## src/rtl/sync_ising_matrix.sv

```systemverilog
// sync_ising_matrix: Ising-model spin annealer. Holds an NxN signed coupling
// matrix and an N-bit spin vector. Both are loaded through a simple register
// port. A run performs S full sequential sweeps. In each sweep, every spin
// takes the sign of its local field h_i = sum_j J[i][j]*s_j, for j != i.
// Optional feature: define SYNC_ISING_RANDOM_TIE_EN to break h==0 ties with
// a 16-bit LFSR. Without it, a tie leaves the spin unchanged.
// Address-space selectors WEIGHT_ADDR_MASK / SPIN_ADDR_MASK normally come from
// the project-wide defines header; the fallbacks below apply when they do not.

`ifndef WEIGHT_ADDR_MASK
`define WEIGHT_ADDR_MASK 8'h01
`endif
`ifndef SPIN_ADDR_MASK
`define SPIN_ADDR_MASK 8'h02
`endif

module sync_ising_matrix #(
    parameter int N        = 8,
    parameter int WEIGHT_W = 4
) (
    input  logic          clk,
    input  logic          axi_rst,
    input  logic          start,
    input  logic [15:0]   sweeps,
    output logic          busy,
    output logic          done,
    output logic [N-1:0]  spins,
    input  logic          wready,
    input  logic [31:0]   wr_addr,
    input  logic [31:0]   wdata,
    input  logic [31:0]   rd_addr,
    output logic [31:0]   rdata
);

    localparam int LW  = $clog2(N);
    localparam int HW  = WEIGHT_W + LW + 1;   // |h| <= (N-1)*2^(WEIGHT_W-1), never overflows
    localparam int MEM = N * N;

    typedef enum logic [1:0] {
        ST_IDLE   = 2'd0,
        ST_ACCUM  = 2'd1,
        ST_UPDATE = 2'd2,
        ST_DONE   = 2'd3
    } state_t;

    state_t state_reg, state_next;

    logic signed [WEIGHT_W-1:0] weight_mem [MEM];
    logic [N-1:0]               spins_reg;
    logic [LW-1:0]              i_reg, j_reg;
    logic signed [HW-1:0]       h_reg;
    logic [15:0]                sweep_cnt_reg;
    logic [15:0]                sweeps_reg;
    logic [31:0]                rdata_reg;

    // ---------------- address decode ----------------
    logic [LW-1:0] wr_i, wr_j, rd_i, rd_j;
    logic          wr_in_range, rd_in_range;
    logic          weight_we, spin_we;

    assign wr_i = wr_addr[2 +: LW];
    assign wr_j = wr_addr[13 +: LW];
    assign rd_i = rd_addr[2 +: LW];
    assign rd_j = rd_addr[13 +: LW];

    // Any index-field bit above log2(N) makes the address point outside the matrix.
    assign wr_in_range = ((wr_addr[12:2] >> LW) == 11'd0) && ((wr_addr[23:13] >> LW) == 11'd0);
    assign rd_in_range = ((rd_addr[12:2] >> LW) == 11'd0) && ((rd_addr[23:13] >> LW) == 11'd0);

    assign weight_we = wready && !busy && wr_in_range && (wr_addr[31:24] == `WEIGHT_ADDR_MASK);
    assign spin_we   = wready && !busy && (wr_addr[31:24] == `SPIN_ADDR_MASK);

    // Address LSBs and wdata bits beyond the field widths carry no meaning.
    logic unused_bits;
    assign unused_bits = ^{wdata, wr_addr[1:0], rd_addr[1:0]};

    // ---------------- datapath helpers ----------------
    logic signed [WEIGHT_W-1:0] w_cur;
    logic signed [HW-1:0]       w_ext;
    logic signed [HW-1:0]       term;
    logic                       j_last, i_last, sweep_last;
    logic                       tie_bit;
    logic                       new_spin;

    assign w_cur      = weight_mem[{i_reg, j_reg}];
    assign w_ext      = HW'(w_cur);
    assign term       = spins_reg[j_reg] ? w_ext : -w_ext;
    assign j_last     = (j_reg == LW'(N - 1));
    assign i_last     = (i_reg == LW'(N - 1));
    assign sweep_last = (sweep_cnt_reg == (sweeps_reg - 16'd1));

`ifdef SYNC_ISING_RANDOM_TIE_EN
    logic [15:0] lfsr_reg;

    // Fibonacci LFSR x^16+x^14+x^13+x^11+1, advanced once per spin update.
    always_ff @(posedge clk) begin
        if (axi_rst) begin
            lfsr_reg <= 16'hACE1;
        end else if (state_reg == ST_UPDATE) begin
            lfsr_reg <= {lfsr_reg[14:0], lfsr_reg[15] ^ lfsr_reg[13] ^ lfsr_reg[12] ^ lfsr_reg[10]};
        end
    end

    assign tie_bit = lfsr_reg[0];
`else
    assign tie_bit = spins_reg[i_reg];
`endif

    assign new_spin = (h_reg == '0) ? tie_bit : !h_reg[HW-1];

    // ---------------- coupling matrix ----------------
    // Coupling storage: cleared on reset, written only while idle or done.
    always_ff @(posedge clk) begin
        if (axi_rst) begin
            for (int k = 0; k < MEM; k++) begin
                weight_mem[k] <= '0;
            end
        end else if (weight_we) begin
            weight_mem[{wr_i, wr_j}] <= wdata[WEIGHT_W-1:0];
        end
    end

    // ---------------- FSM ----------------
    // State register.
    always_ff @(posedge clk) begin
        if (axi_rst) begin
            state_reg <= ST_IDLE;
        end else begin
            state_reg <= state_next;
        end
    end

    // Next-state logic; start is only looked at in IDLE.
    always_comb begin
        state_next = state_reg;
        case (state_reg)
            ST_IDLE: begin
                if (start) begin
                    state_next = (sweeps == 16'd0) ? ST_DONE : ST_ACCUM;
                end
            end
            ST_ACCUM: begin
                if (j_last) begin
                    state_next = ST_UPDATE;
                end
            end
            ST_UPDATE: begin
                state_next = (i_last && sweep_last) ? ST_DONE : ST_ACCUM;
            end
            ST_DONE: begin
                state_next = ST_IDLE;
            end
            default: begin
                state_next = ST_IDLE;
            end
        endcase
    end

    assign busy = (state_reg == ST_ACCUM) || (state_reg == ST_UPDATE);
    assign done = (state_reg == ST_DONE);

    // Run counters and local-field accumulator: one j per ACCUM cycle, then a spin update.
    always_ff @(posedge clk) begin
        if (axi_rst) begin
            i_reg         <= '0;
            j_reg         <= '0;
            h_reg         <= '0;
            sweep_cnt_reg <= '0;
            sweeps_reg    <= '0;
        end else begin
            case (state_reg)
                ST_IDLE: begin
                    if (start) begin
                        sweeps_reg    <= sweeps;
                        i_reg         <= '0;
                        j_reg         <= '0;
                        h_reg         <= '0;
                        sweep_cnt_reg <= '0;
                    end
                end
                ST_ACCUM: begin
                    j_reg <= j_reg + LW'(1);
                    if (j_reg != i_reg) begin
                        h_reg <= h_reg + term;
                    end
                end
                ST_UPDATE: begin
                    h_reg <= '0;
                    j_reg <= '0;
                    i_reg <= i_reg + LW'(1);
                    if (i_last) begin
                        sweep_cnt_reg <= sweep_cnt_reg + 16'd1;
                    end
                end
                default: begin
                end
            endcase
        end
    end

    // Spin vector: bus writes when not busy, sequential updates during a run.
    always_ff @(posedge clk) begin
        if (axi_rst) begin
            spins_reg <= '0;
        end else if (spin_we) begin
            spins_reg <= wdata[N-1:0];
        end else if (state_reg == ST_UPDATE) begin
            spins_reg[i_reg] <= new_spin;
        end
    end

    assign spins = spins_reg;

    // Registered readback: sign-extended coupling, zero-extended spins, else zero.
    always_ff @(posedge clk) begin
        if (axi_rst) begin
            rdata_reg <= '0;
        end else if ((rd_addr[31:24] == `WEIGHT_ADDR_MASK) && rd_in_range) begin
            rdata_reg <= 32'(weight_mem[{rd_i, rd_j}]);
        end else if (rd_addr[31:24] == `SPIN_ADDR_MASK) begin
            rdata_reg <= 32'(spins_reg);
        end else begin
            rdata_reg <= '0;
        end
    end

    assign rdata = rdata_reg;

endmodule

```

## config.mk

```make
export PLATFORM = sky130hd
export DESIGN_NAME = sync_ising_matrix
export DESIGN_NICKNAME = d
export VERILOG_FILES = /design/src/rtl/sync_ising_matrix.sv
export SDC_FILE = /design/constraint.sdc
export NUM_CORES = 1
export LEC_CHECK = 0
export ABC_AREA = 1
export BUFFER_PORTS_ARGS = -buffer_cell sky130_fd_sc_hd__buf_4
export CELL_PAD_IN_SITES_DETAIL_PLACEMENT = 1
export CELL_PAD_IN_SITES_GLOBAL_PLACEMENT = 2
export CORE_UTILIZATION = 39
export CTS_CLUSTER_SIZE = 14
export DETAILED_ROUTE_END_ITERATION = 7
export PLACE_DENSITY = 0.95
export SLEW_MARGIN = 20
export SYNTH_ARGS = -nofsm -noshare
export SYNTH_HDL_FRONTEND = slang
export SYNTH_SLANG_ARGS = --single-unit
export TNS_END_PERCENT = 20
```

## constraint.sdc

```tcl
create_clock -name clk -period 7.95 [get_ports clk]
set_input_delay 0.795 -clock clk [delete_from_list [all_inputs] [get_ports clk]]
set_output_delay 0.795 -clock clk [all_outputs]
set_load 0.05 [all_outputs]
```

==> results.md <==
- Routed length per placed instance: about 22 um
- Flip-flop and latch count after synthesis: around 320
- Cell type contributing the most total cell area after synthesis: edfxtp_1
- Pre-antenna DRT Iters: 5
- Post-Syn Area per Cell: 7.87 um^2
- Post-synthesis instance area: about 0.019 mm^2
- Dpl cell area: 0.0199 mm^2
- Overall die area: 0.0489 mm^2
- Number of flip-flops in the largest register: 256
- Placeable core region: between 0.04 and 0.05 mm^2
- Leading cell types by total area after synthesis: edfxtp_1, nor2_1, o21ai_0
- Min Tclk post-route: ~5200 ps
- Count of unique library cells instantiated by Yosys: 51
- Detail-routed via count per cell: 5.80
- Share of async-settable or async-resettable flops after synthesis: 0%
- Post-synthesis compound-gate area fraction: between 15 and 20%
- Remaining global-route overflow: 0
- Worst rel slew slack: 28.5%
- Data arrival time of the worst path: roughly 5700 ps
- Number of fill cells: 5,677
- Final count of negative-setup-slack endpoints: 0
- Initial DRC count: ~1,800
- Unrepaired setup endpoints after global routing: false
- Vias in the first global route: 18,055
- Total wire length: just under 70 mm
- Largest net degree at the start of global routing: 91
- Count of H-tree levels built during CTS: 2
- Peak ir drop on the vdd network: around 0.00015 V
- Sequential share of the synthesized area: a little under half
- Number of pins with negative max-slew slack in the final report: 0
- TritonCTS clock tree: done
- Number of antenna violations at the first check in global routing: 0
- Post-Synth Simple-Gate Area: 26.2%
- Clk_lat worst skew: ~560 ps
- Static power due to leakage: between 8 and 9 nW
- # rows: 79
- First-pass GRT wire length: 105 mm
- Number of enable-type register cells in the synthesized netlist: ~260
- Die Y: 221 um
- Clock transition at the register clock pins on the worst setup and hold paths after CTS: 60 ps
- Port Buffers: approximately 130
- Skew final: between 10 and 15 ps
- Arithmetic-cell share of the synthesized area counting full adders, half adders and majority gates: under 10%
- Number of nets at the end of the flow: ~2,500
- Library cell used as clock root buffer: clkbuf_16
- Endpoints failing hold: 0
- Critical Path End Type: flop
- Post-CTS setup repair buffer count: 0
- Leading post-synthesis cells by instance count: nor2_1, nand2_1, o21ai_0, edfxtp_1, inv_1
- Share of post-route cells with drive strength above 1: between 10 and 15%
- Worst setup path category: reg2reg
- Fraction of post-synthesis cell area in the top cell type by area: between 40 and 50%
- Result of the run: finished clean
- Final weighted congestion of routability-driven global placement: just under 0.9
- Total CTS buffers: 39
- Detailed-route via count: between 15,000 and 20,000
- Clk sink count: ~320
- Number of gates resized after CTS: 0
- HP Class: reg2reg
- Transition time of the tightest slew-check pin: about 1100 ps
- FMAX: between 0.15 and 0.2 GHz
- Yosys warns: 0
- Final design instance area without fill: 0.0211 mm^2
- Most repeated cell in the gate-level netlist after synthesis: nor2_1
- Kind of start point of the critical path: flop
- Starting density of the core: around 40%
- CP Max Fanout: 80
- Number of buffers on the longest clock path: 3
- Number of placed I/O pins: about 160
- Syn_nets: 2,516
- Xor and xnor fraction of the mapped netlist area: 1.31%
- Largest family of logic cells by synthesized area: simple AND/OR/NAND/NOR gates
- Share of synthesized area spent on multiplexers: 0.0534%
- Horizontal extent of the die: ~220 um
- Layout overhead on the synthesized area: 12.8%
- Remaining DRCs: 0
- Post-Route Setup TNS: 0 ps
- DP Wirelength: between 40 and 50 mm
- Data required time of the worst path: approximately 8400 ps
- Count of mapped cells out of synthesis: around 2,400
- Number of diodes added for antenna fixing: 0
- Synth Flop Type: edfxtp_1
- Antenna violation net count after detailed routing: 0
- Hold-fix buffers, CTS: 0
- Total routing usage reported by global routing: between 20 and 30%
- Power Dens Cells: about 280 mW/mm^2
- Number of maximum-capacitance violations: 0
- Period utilisation layout: about 66%
-- power breakdown --
group | switching, W | internal (W) | total (W)
registers | 0.000149 | 0.00191 | 0.00206
logic | 0.00139 | 0.000626 | 0.00201
clock network | 0.000725 | 0.00108 | 0.00180
total | 0.00226 | 0.00361 | 0.00588
-- cell families after synthesis --
| family | after synthesis |
|---|---|
| buffers and inverters | 321 |
| adders and majority gates | 20 |
| DFF | 321 |
| and+or+nand+nor | 1154 |
| AOI/OAI and AO/OA | 535 |
| xor gates and xnor gates | 28 |
| muxes | 1 |
-- worst paths after layout --
| kind | slack [ps] | cells past startpoint | startpoint | end |
|---|---|---|---|---|
| max | 2730 | 23 | j_reg[0] | h_reg[7] |
| min | 470 | 2 | h_reg[7] | h_reg[7] |
| max reg2reg | 2730 | 23 | j_reg[0] | h_reg[7] |
| min reg2reg | 470 | 2 | h_reg[7] | h_reg[7] |
-- per-layer routing --
metal / global-route usage (%) / vias to the layer above / part of all wire, %
li1: - / 8087 / -
met1: 36.8 / 8630 / 43
met2: 45.1 / 733 / 46
met3: 4.16 / 173 / 7.3
met4: 11.6 / 0 / 3.9
met5: 0 / - / 0
-- worst max-delay path, cell delays in order (launching register included) --
cell      delay [ps]
dfxtp_4          570
inv_4            750
buf_4            680
a21oi_1          140
o21ai_0          110
o211ai_1         140
nand3_1          230
nand2_1           80
nor2_1           180
nand2_1           80
nor2_1           250
nand3_1          170
ha_1             330
a21oi_1          140
ha_1             200
inv_1             70
o21ai_0          160
nand3_1           90
nand3_1          110
xor2_1           230
nand3_1          100
nand2_1           90
nand2_1           60
a21oi_1          140
-- per-stage QoR --
stage                     setup WS (ps)  std cells  hold WS, ps  total power, W  util (%)
after detailed placement           2920       2971          463         0.00407      42.3
after global placement             2860       2971          462         0.00400      42.3
after CTS                          2830       3039          472         0.00588      45.0
after global routing               2250       3039          504         0.00619      45.0
final                              2730       3039          473         0.00588      45.0
after floorplan                    4870       2380          445         0.00346         -
-- cell type report --
| class | instances | area, um^2 | share of cell area, % |
|---|---|---|---|
| clock inverters | 15 | 156 | 0.740 |
| clock buffers | 53 | 1110 | 5.27 |
| repair buffers | 154 | 1160 | 5.47 |
| inverters | 151 | 573 | 2.71 |
| multi-input cells | 1738 | 8380 | 39.6 |
| well taps | 607 | 759 | 3.59 |
| flip-flops and latches | 321 | 9000 | 42.6 |
-- placed cells by master (no fill, tap or decap), drive strengths merged, types with 19 or more instances in the layout --
cell type and n:
clkbuf 53, nand3 114, nand2 391, a21oi 95
o21ai 315, nor3 20, nor2 588, dfxtp 65
inv 148, o211ai 52, ha 19, edfxtp 256
o22ai 54, buf 154
Note: power is estimated with default switching activity, not from simulation.
